## config.mk

```make
export PLATFORM = sky130hd
export DESIGN_NAME = uart_tx_sched
export DESIGN_NICKNAME = d
export VERILOG_FILES = /design/src/rtl/uart_pkg.sv /design/src/rtl/sync_fifo.sv /design/src/rtl/uart_tx_sched.sv
export SDC_FILE = /design/constraint.sdc
export NUM_CORES = 1
export LEC_CHECK = 0
export BUFFER_PORTS_ARGS = -buffer_cell sky130_fd_sc_hd__buf_2
export CAP_MARGIN = 0
export CORE_ASPECT_RATIO = 0.75
export CORE_MARGIN = 3
export CORE_UTILIZATION = 50
export CTS_BUF_LIST = sky130_fd_sc_hd__clkbuf_8
export DETAILED_ROUTE_END_ITERATION = 16
export PLACE_DENSITY = 0.69
export SYNTH_ARGS = -nofsm -noshare
export SYNTH_HDL_FRONTEND = slang
export SYNTH_SLANG_ARGS = --single-unit
```

## constraint.sdc

```tcl
create_clock -name clk -period 2.8 [get_ports clk]
set_input_delay 0.28 -clock clk [delete_from_list [all_inputs] [get_ports clk]]
set_output_delay 0.28 -clock clk [all_outputs]
set_load 0.005 [all_outputs]
```

## src/rtl/uart_pkg.sv

```systemverilog
// Shared definitions for the UART transmit scheduler.
// Holds the FSM state encoding, the byte width and the default
// FIFO address width and busy-handshake timeout.
package uart_pkg;

  localparam int BYTE_W      = 8;
  localparam int DEF_AW      = 3;
  localparam int DEF_BUSY_TO = 16;

  localparam logic [2:0] ST_IDLE    = 3'd0;
  localparam logic [2:0] ST_LOAD    = 3'd1;
  localparam logic [2:0] ST_START   = 3'd2;
  localparam logic [2:0] ST_WAIT_HI = 3'd3;
  localparam logic [2:0] ST_WAIT_LO = 3'd4;
  localparam logic [2:0] ST_DONE    = 3'd5;

  typedef enum logic [2:0] {
    IDLE    = ST_IDLE,
    LOAD    = ST_LOAD,
    START   = ST_START,
    WAIT_HI = ST_WAIT_HI,
    WAIT_LO = ST_WAIT_LO,
    DONE    = ST_DONE
  } tx_state_e;

endpackage

```

## src/rtl/sync_fifo.sv

```systemverilog
// Circular byte FIFO of depth 2**AW.
// Ports: clk_i/rst_ni clock and async active-low reset; push_i/wr_data_i
// write side; pop_i/rd_data_o read side (rd_data_o shows the head);
// flush_i synchronous clear with priority over push/pop; count_o, full_o,
// empty_o occupancy status. Pushes while full and pops while empty are ignored.
module sync_fifo
  import uart_pkg::*;
#(
  parameter int AW = DEF_AW
) (
  input  logic              clk_i,
  input  logic              rst_ni,
  input  logic              push_i,
  input  logic [BYTE_W-1:0] wr_data_i,
  input  logic              pop_i,
  input  logic              flush_i,
  output logic [BYTE_W-1:0] rd_data_o,
  output logic [AW:0]       count_o,
  output logic              full_o,
  output logic              empty_o
);

  localparam int          DEPTH   = 2 ** AW;
  localparam logic [AW:0] DEPTH_C = (AW + 1)'(DEPTH);

  logic [BYTE_W-1:0] mem_q [DEPTH];
  logic [AW-1:0]     wr_ptr_q, wr_ptr_d;
  logic [AW-1:0]     rd_ptr_q, rd_ptr_d;
  logic [AW:0]       count_q, count_d;
  logic              push_ok_s, pop_ok_s;

  assign full_o    = (count_q == DEPTH_C);
  assign empty_o   = (count_q == '0);
  assign count_o   = count_q;
  assign rd_data_o = mem_q[rd_ptr_q];

  // A push while full is dropped even if a pop frees a slot this cycle.
  assign push_ok_s = push_i & ~full_o;
  assign pop_ok_s  = pop_i & ~empty_o;

  // Next-state pointers and occupancy.
  always_comb begin
    wr_ptr_d = wr_ptr_q;
    rd_ptr_d = rd_ptr_q;
    count_d  = count_q;
    if (flush_i) begin
      wr_ptr_d = '0;
      rd_ptr_d = '0;
      count_d  = '0;
    end else begin
      if (push_ok_s) begin
        wr_ptr_d = wr_ptr_q + AW'(1);
      end else begin
        wr_ptr_d = wr_ptr_q;
      end
      if (pop_ok_s) begin
        rd_ptr_d = rd_ptr_q + AW'(1);
      end else begin
        rd_ptr_d = rd_ptr_q;
      end
      case ({push_ok_s, pop_ok_s})
        2'b10:   count_d = count_q + (AW + 1)'(1);
        2'b01:   count_d = count_q - (AW + 1)'(1);
        default: count_d = count_q;
      endcase
    end
  end

  // Pointer and occupancy registers.
  always_ff @(posedge clk_i or negedge rst_ni) begin
    if (!rst_ni) begin
      wr_ptr_q <= '0;
      rd_ptr_q <= '0;
      count_q  <= '0;
    end else begin
      wr_ptr_q <= wr_ptr_d;
      rd_ptr_q <= rd_ptr_d;
      count_q  <= count_d;
    end
  end

  // Storage array; contents need no reset since occupancy guards every read.
  always_ff @(posedge clk_i) begin
    if (push_ok_s && !flush_i) begin
      mem_q[wr_ptr_q] <= wr_data_i;
    end
  end

endmodule

```

## src/rtl/uart_tx_sched.sv

```systemverilog
// Transmit scheduler between the bus-facing TX FIFO and the serial transmitter.
// Ports: clk, reset (async active-low); enable run control; wr_en/wr_data
// byte push; flush FIFO clear; irq_en drain interrupt enable; clr_flags clears
// sticky flags; tx_busy transmitter handshake in. Outputs: tx_start strobe and
// tx_data byte to the transmitter; count/full/empty FIFO status; sticky
// ovf (push while full), tmo (busy never rose) and irq (drain complete).
module uart_tx_sched
  import uart_pkg::*;
#(
  parameter int AW      = DEF_AW,
  parameter int BUSY_TO = DEF_BUSY_TO
) (
  input  logic              clk,
  input  logic              reset,
  input  logic              enable,
  input  logic              wr_en,
  input  logic [BYTE_W-1:0] wr_data,
  input  logic              flush,
  input  logic              irq_en,
  input  logic              clr_flags,
  input  logic              tx_busy,
  output logic              tx_start,
  output logic [BYTE_W-1:0] tx_data,
  output logic [AW:0]       count,
  output logic              full,
  output logic              empty,
  output logic              ovf,
  output logic              tmo,
  output logic              irq
);

  localparam int          TW      = $clog2(BUSY_TO + 1);
  localparam logic [TW-1:0] TO_LAST = TW'(BUSY_TO - 1);

  tx_state_e         state_q, state_d;
  logic [TW-1:0]     cnt_q, cnt_d, cnt_inc_s;
  logic [BYTE_W-1:0] tx_data_q, tx_data_d;
  logic              tx_start_q, tx_start_d;
  logic              ovf_q, ovf_d, tmo_q, tmo_d, irq_q, irq_d;
  logic              pop_s, tmo_set_s, irq_set_s, ovf_set_s;
  logic [BYTE_W-1:0] fifo_rd_s;
  logic              fifo_full_s, fifo_empty_s;

  sync_fifo #(.AW(AW)) u_fifo (
    .clk_i     (clk),
    .rst_ni    (reset),
    .push_i    (wr_en),
    .wr_data_i (wr_data),
    .pop_i     (pop_s),
    .flush_i   (flush),
    .rd_data_o (fifo_rd_s),
    .count_o   (count),
    .full_o    (fifo_full_s),
    .empty_o   (fifo_empty_s)
  );

  assign full      = fifo_full_s;
  assign empty     = fifo_empty_s;
  assign cnt_inc_s = cnt_q + TW'(1);
  assign ovf_set_s = wr_en & fifo_full_s;

  // Scheduler next state, byte latch, timeout counter and flag set requests.
  always_comb begin
    state_d   = state_q;
    cnt_d     = cnt_q;
    tx_data_d = tx_data_q;
    pop_s     = 1'b0;
    tmo_set_s = 1'b0;
    irq_set_s = 1'b0;
    case (state_q)
      IDLE: begin
        if (enable && !fifo_empty_s) begin
          state_d   = LOAD;
          pop_s     = 1'b1;
          tx_data_d = fifo_rd_s;
        end else begin
          state_d = IDLE;
        end
      end
      LOAD:  state_d = START;
      START: begin
        cnt_d   = '0;
        state_d = WAIT_HI;
      end
      WAIT_HI: begin
        // A busy level left over from a previous byte also counts as the rise.
        if (tx_busy) begin
          state_d = WAIT_LO;
        end else if (cnt_inc_s == TO_LAST) begin
          tmo_set_s = 1'b1;
          state_d   = IDLE;
        end else begin
          cnt_d = cnt_inc_s;
        end
      end
      WAIT_LO: begin
        if (!tx_busy) begin
          state_d = DONE;
        end else begin
          state_d = WAIT_LO;
        end
      end
      DONE: begin
        if (fifo_empty_s && irq_en) begin
          irq_set_s = 1'b1;
        end else begin
          irq_set_s = 1'b0;
        end
        state_d = IDLE;
      end
      default: state_d = IDLE;
    endcase
    tx_start_d = (state_d == START);
  end

  // Sticky flags: a set request in the same cycle as clr_flags wins.
  always_comb begin
    ovf_d = ovf_set_s | (ovf_q & ~clr_flags);
    tmo_d = tmo_set_s | (tmo_q & ~clr_flags);
    irq_d = irq_set_s | (irq_q & ~clr_flags);
  end

  // State, datapath and flag registers.
  always_ff @(posedge clk or negedge reset) begin
    if (!reset) begin
      state_q    <= IDLE;
      cnt_q      <= '0;
      tx_data_q  <= '0;
      tx_start_q <= 1'b0;
      ovf_q      <= 1'b0;
      tmo_q      <= 1'b0;
      irq_q      <= 1'b0;
    end else begin
      state_q    <= state_d;
      cnt_q      <= cnt_d;
      tx_data_q  <= tx_data_d;
      tx_start_q <= tx_start_d;
      ovf_q      <= ovf_d;
      tmo_q      <= tmo_d;
      irq_q      <= irq_d;
    end
  end

  assign tx_start = tx_start_q;
  assign tx_data  = tx_data_q;
  assign ovf      = ovf_q;
  assign tmo      = tmo_q;
  assign irq      = irq_q;

endmodule
```

# ---- Yosys cells after proc, flatten, opt, wreduce, memory -nomap -nowiden
# Memory sizes are Yosys's and may differ from the RTL's. A register that Yosys moved wholly into a read port is not among the register bits.
# Cells that the tools add are included.
dict set report word_totals {
  elab_cells 76
  ramBits 64
  in_bits 16
  memories 1
  mem_bits_ro 0
  out_inout_bits 18
  latch_bits 0
  register_bits 22
}
dict set report op_classes {
  bitwise 12
  multipliers 0
  add_sub_neg 5
  n_div 0
  shift 0
  muxes 23
  reduce_logical 14
  magnitude_cmp 0
  n_eq_ne 12
}
# memory words width read_ports rd_ports_with_merged_regs wr line
set memory_table {}
lappend memory_table {u_fifo.mem_q 8 8 1 1 1 sync_fifo.sv:26} ;# logic [BYTE_W-1:0] mem_q [DEPTH];
# op n
set op_table {}
lappend op_table {{3-bit 2-to-1 mux} 6}
lappend op_table {{3-bit case mux with 5 select lines} 1}
lappend op_table {{1-bit 2-to-1 mux} 11}
lappend op_table {{5-bit 2-to-1 mux} 2}
lappend op_table {{5-bit case mux with 2 select lines} 1}
lappend op_table {{3-bit by 2-bit == test with 1-bit output, second input constant} 3}
lappend op_table {{4-bit case mux with 2 select lines} 1}
lappend op_table {{3-bit by 1-bit adder with 3-bit output, second input constant} 2}
lappend op_table {{1-bit AND} 6}
lappend op_table {{3-bit == test, second input constant} 2}
lappend op_table {{2-bit nonzero test} 3}
lappend op_table {{5-bit by 1-bit adder with 5-bit output, second input constant} 1}
lappend op_table {{5-bit by 4-bit == test with 1-bit output, second input constant} 1}
lappend op_table {{4-bit by 1-bit adder with 4-bit output, second input constant} 1}
lappend op_table {{4-bit == test, second input constant} 1}
lappend op_table {{4-bit zero test} 1}
lappend op_table {{4-bit 2-to-1 mux} 1}
lappend op_table {{2-bit != test, second input constant} 2}
lappend op_table {{4-bit by 1-bit subtractor with 4-bit output, second input constant} 1}
lappend op_table {{3-bit by 1-bit == test with 1-bit output, second input constant} 1}
lappend op_table {{1-bit logical AND} 3}
lappend op_table {{1-bit zero test} 3}
lappend op_table {{3-bit zero test} 1}
lappend op_table {{1-bit NOT} 3}
lappend op_table {{6 further kinds} 8}

# ---- Depth between registers and ports, before layout
dict set report logic_depth {
  ltp_word 9
  mapped_depth 10
  depth_no_buf 9
}

# ---- Modules after synthesis
# A second synthesis with hierarchy kept.
dict set report unflattened {
  hier_cells 253
  hier_area_um2 4082.7
}
# module seq_area_each_um2 area_each_um2 n_inst cells_per_inst
set by_module_without_submodules {}
lappend by_module_without_submodules {sync_fifo 2172.1 3118.0 1 170}
lappend by_module_without_submodules {uart_tx_sched 500.5 964.7 1 83}

# ---- Least setup slack after synthesis
# OpenSTA, ideal clock, no wires.
dict set report synth_path {
  path_kind {register -> register}
  start {reg u_fifo.count_q[1] (netlist: u_fifo.count_o[1])}
  end {reg u_fifo.count_q[3] (netlist: u_fifo.count_o[3])}
  stages_incl_launch_ff 11
  path_slack_ps 221
  arrival_time_ps 2442
  setup_time_ps 137
  synth_period_minus_slack_ps 2579
  t_required_ps 2663
  n_path_buf 1
  cell_sequence {dfrtp_1 -> nor4_2 -> nor4_4 -> clkbuf_1 -> and2_1 -> ha_1 -> a21o_1 -> a21oi_1 -> and3_1 -> o21ai_0 -> nor3b_1}
}
dict set report synth_between {
  elab_chain_len 9
  word_cells_on_any_way 17
  cone_classes {2 x add/sub; 3 x eq/ne; 4 x mux; 4 x bitwise; 4 x reduce/logical}
}
# item line
set synth_lines {}
lappend synth_lines {{start, declared} sync_fifo.sv:29} ;# logic [AW:0] count_q, count_d;
lappend synth_lines {{start signal, assigned} sync_fifo.sv:78} ;# count_q <= count_d;
lappend synth_lines {{4-bit zero test (*)} sync_fifo.sv:33} ;# assign empty_o = (count_q == '0);
lappend synth_lines {{via empty} uart_tx_sched.sv:26} ;# output logic empty,
lappend synth_lines {{1-bit zero test} uart_tx_sched.sv:72} ;# if (enable && !fifo_empty_s) begin
lappend synth_lines {{1-bit logical AND} uart_tx_sched.sv:72}
lappend synth_lines {{1-bit 2-to-1 mux} uart_tx_sched.sv:72}
lappend synth_lines {{1-bit 2-to-1 mux} uart_tx_sched.sv:70} ;# case (state_q)
lappend synth_lines {{1-bit AND (*)} sync_fifo.sv:39} ;# assign pop_ok_s = pop_i & ~empty_o;
lappend synth_lines {{2-bit by 1-bit == test with 1-bit output or 2-bit == test (tied branches)} sync_fifo.sv:61} ;# case ({push_ok_s, pop_ok_s})
lappend synth_lines {{4-bit case mux with 2 select lines} sync_fifo.sv:61}
lappend synth_lines {{4-bit 2-to-1 mux} sync_fifo.sv:46} ;# if (flush_i) begin
# The timed path passes the listed nets; every way through them passes the cells marked *.
# A chain may end at the register's enable or synchronous reset.

# ---- Final worst setup path
dict set report layout_path {
  start {reg u_fifo.count_q[1] (netlist: u_fifo.count_o[1])}
  end {reg u_fifo.count_q[3] (netlist: u_fifo.count_o[3])}
}
dict set report layout_between {
  elab_chain_len 9
  word_cells_on_any_way 17
  cone_classes {2 x add/sub; 3 x eq/ne; 4 x mux; 4 x bitwise; 4 x reduce/logical}
}
# item line
set layout_lines {}
lappend layout_lines {{4-bit zero test} sync_fifo.sv:33}
lappend layout_lines {{1-bit zero test} uart_tx_sched.sv:72}
lappend layout_lines {{1-bit logical AND} uart_tx_sched.sv:72}
lappend layout_lines {{1-bit 2-to-1 mux} uart_tx_sched.sv:72}
lappend layout_lines {{1-bit 2-to-1 mux} uart_tx_sched.sv:70}
lappend layout_lines {{1-bit AND} sync_fifo.sv:39}
lappend layout_lines {{2-bit by 1-bit == test with 1-bit output or 2-bit == test (tied branches)} sync_fifo.sv:61}
lappend layout_lines {{4-bit case mux with 2 select lines} sync_fifo.sv:61}
lappend layout_lines {{4-bit 2-to-1 mux} sync_fifo.sv:46}
# Several ways; a longest one is shown, not always the timed one.

==> impl_metrics.py <==
metrics = {
    "synth": {
        "yosys_register_bits": 94,
        "async_flop_share_pct": 31.91,
        "synth_warnings": 0,
        "synth_cells": 256,
        "netlist-cell-type-count": 46,
        "synth_area_per_cell_um2": 15.54,
        "synthSimpleGateAreaFrac_pct": 9.091,
        "syn_area_um2": 3978,
        "synthTopCellsByCount": "64 x edfxtp_1, 30 x dfrtp_1, 24 x nor2_1",
        "synth.most_common_cell": "edfxtp_1",
        "syn-num-nets": 279,
        "yosys.area.top_type": "edfxtp_1",
        "synth_top_area_share_pct": 48.32,
        "synth.area.top_cells": "edfxtp_1 48%, dfrtp_1 19%, mux4_2 9.1%, mux2i_1 3.3%, nor2_1 2.3%",
        "synth_edf_count": 64,
        "synth_compound_area_share_pct": 5.379,
        "ys.flop_type": "edfxtp_1",
        "synth_top_family_by_area": "multiplexers",
        "muxShareOfSynthArea_pct": 12.33,
        "synth_xor_area_share_pct": 1.510,
        "synth_fa_ha_area_share_pct": 2.391,
        "synth-seq-area-share_pct": 67.19,
    },
    "grt": {
        "grt_first_pass_wirelength_um": 11680,
        "first_global_vias": 2208,
        "track_usage_pct": 17.44,
        "antenna_found_initial": 0,
        "grt_max_degree": 31,
        "grt_overflow": 0,
    },
    "floorplan": {
        "rows": 27,
        "die_y_um": 83.24,
        "die_area_um2": 9072,
        "die_w_um": 109.0,
        "initial_core_util_pct": 52.80,
        "io_pins": 34,
        "core_area_um2": 7533,
    },
    "clocking": {
        "ctsLongestPathBuffers": 2,
        "cts_buffers": 9,
        "clk_latency_ns": 0.36,
        "cts_root_buffer": "clkbuf_8",
        "cts_tree": "built",
        "cts.repair.resized": 0,
        "cts.sinks": 94,
        "ctsHtreeMaxLevel": 3,
        "cts.clk_slew.worst_paths_ns": 0.09,
    },
    "sta": {
        "max-slew-margin-rel_pct": 45.82,
        "period_share_pct": 89.94,
        "slew_viol_final": 0,
        "setup_slack_ns": 0.2816,
        "finalSetupViolCount": 0,
        "clock_skew_ns": 0.01017,
        "max_clock_freq_mhz": 397.1,
        "tightestPinTransition_ns": 0.8127,
        "fin_crit_ns": 2.518,
        "rsz0062_at_grt": "no",
        "hold_violations": 0,
        "final.setup.tns_ns": 0,
    },
    "flow_run": {
        "maxCapViolations": 0,
    },
    "detailed_routing": {
        "drc": 0,
        "drtPass1Iterations": 4,
        "wl_per_cell_um": 17.40,
        "wirelength_um": 7151,
        "detail-route-antenna-nets": 0,
        "viasPerCell": 5.433,
        "dr_total_vias": 2233,
        "first_iter_violations": 84,
    },
    "worst_setup_path": {
        "crit_type": "reg2reg",
        "worstPathMaxFanout": 6,
        "required_ns": 3.07,
        "crit_arrival_ns": 2.79,
        "critPathCaptureType": "flop",
        "critPathLaunchType": "flop",
    },
    "hold_path": {
        "hold_class": "in2reg",
    },
    "place": {
        "dp_hpwl_um": 4779,
        "post-place-ws_ns": 0.2788,
        "place_congestion": 0.7860,
        "dp.cells": 394,
        "port_buffers": 33,
        "postPlaceCellArea_um2": 4332,
    },
    "cells_and_area": {
        "syn_to_final_growth_pct": 15.32,
        "utilization_pct": 60.89,
        "fillCellCount": 563,
        "drive_above_1_share_pct": 27.74,
        "multi_input_area_um2": 1221,
        "final_cells": 411,
        "register_area_um2": 2673,
        "final_nets": 328,
        "num_antenna_cells": 0,
        "fin_area_um2": 4587,
    },
    "pwr": {
        "irDropWorstVdd_uv": 317.0,
        "power_density_nw_per_um2": 743.9,
        "p_leak_uw": 0.001721,
    },
    "run_status": {
        "outcome": "completed",
    },
}
critical path: stages, from the launching register on:
cell     delay [ns]
dfrtp_1        0.48
nor4_2         0.57
nor4_4         0.08
and2_1         0.20
ha_1           0.28
a21o_1         0.17
a21oi_1        0.16
nor3_1         0.08
o21ai_0        0.20
nor3b_1        0.21
path summary, 6_finish.rpt:
| check | from | endpoint | slack, ns | cells after the start |
|---|---|---|---|---|
| worst min register to register | tmo | tmo | 0.52 | 2 |
| worst max register to register | u_fifo.count_o[1] | u_fifo.count_o[3] | 0.28 | 9 |
| min in group asynchronous | reset | ovf | 0.51 | 2 |
| worst max-delay path | u_fifo.count_o[1] | u_fifo.count_o[3] | 0.28 | 9 |
| worst min-delay path | clr_flags | tmo | 0.15 | 2 |
| max in group asynchronous | reset | cnt_q[0] | 1.84 | 2 |
report_power, final:
part           switching (uW)  internal, uW  total, uW  leakage [uW]
clock                     477           599       1080      0.000123
sequential                119          1620       1740      0.000965
combinational             319           279        598      0.000633
placed cells by master, fill, tap and decap left out, types with 2 or more instances in the layout:
| master | n |
|---|---|
| o21ai_0 | 5 |
| nand2_1 | 11 |
| xnor2_1 | 2 |
| clkbuf_8 | 9 |
| buf_2 | 33 |
| nor2b_1 | 4 |
| bufinv_16 | 3 |
| a2111o_1 | 2 |
| buf_4 | 15 |
| mux4_2 | 16 |
| a21oi_1 | 14 |
| nand3_1 | 2 |
| nor3_1 | 4 |
| nor2_1 | 24 |
| inv_1 | 10 |
| edfxtp_1 | 64 |
| dfrtp_1 | 30 |
| ha_1 | 6 |
| nand4_1 | 2 |
| nand2b_1 | 7 |
| xor2_1 | 3 |
| mux2i_1 | 13 |
| and3_1 | 2 |
| nor3b_1 | 2 |
| o32ai_1 | 2 |
metrics by stage:
stage          hold WS [ns]  total power (uW)
2_1_floorplan      -0.01559              2140
6_report             0.1498              3412
4_1_cts              0.1234              3459
5_1_grt              0.1392              3604
3_3_place_gp         0.3712              2349
3_5_place_dp         0.3790              2373
sequential cells by signal, indices dropped and copies added (netlist names):
register and cells:
u_fifo.rd_ptr_q 3, state_q 3, tmo 1, u_fifo.wr_ptr_q 3, u_fifo.mem_q 64, cnt_q 5, irq 1, tx_data 8
ovf 1, u_fifo.count_o 4, tx_start 1
cell type report:
| type | instances | area share, % |
|---|---|---|
| multi-input cells | 142 | 26.62 |
| inverters | 9 | 0.7365 |
| clock buffers | 9 | 2.700 |
| clock inverters | 7 | 2.646 |
| flip-flops and latches | 94 | 58.27 |
| repair buffers | 49 | 6.274 |
| well taps | 101 | 2.755 |
kinds of logic (layout without fill, tap and decap cells):
group,Yosys count,after routing
AO/OA/AOI/OAI,33,33
XOR/XNOR,6,6
adder cells (fa/ha/maj),7,7
buffers and inverters,20,74
flip-flops,94,94
multiplexers,29,29
AND/OR/NAND/NOR,67,67
repair_timing:
action	CTS	global route
setup buffers	0	0
hold buffers	1	0
endpoints found under the hold margin	30	0
metal layers:
layer  routed length, um  track usage (%)  vias to the layer above
met5                   0                0                        -
met3                 267            5.128                        8
met1                3447            24.96                     1117
met4                  86            5.849                        0
met2                3350            25.70                       45
li1                    -                -                     1063
No activity file was read; power rests on OpenSTA's default activity.
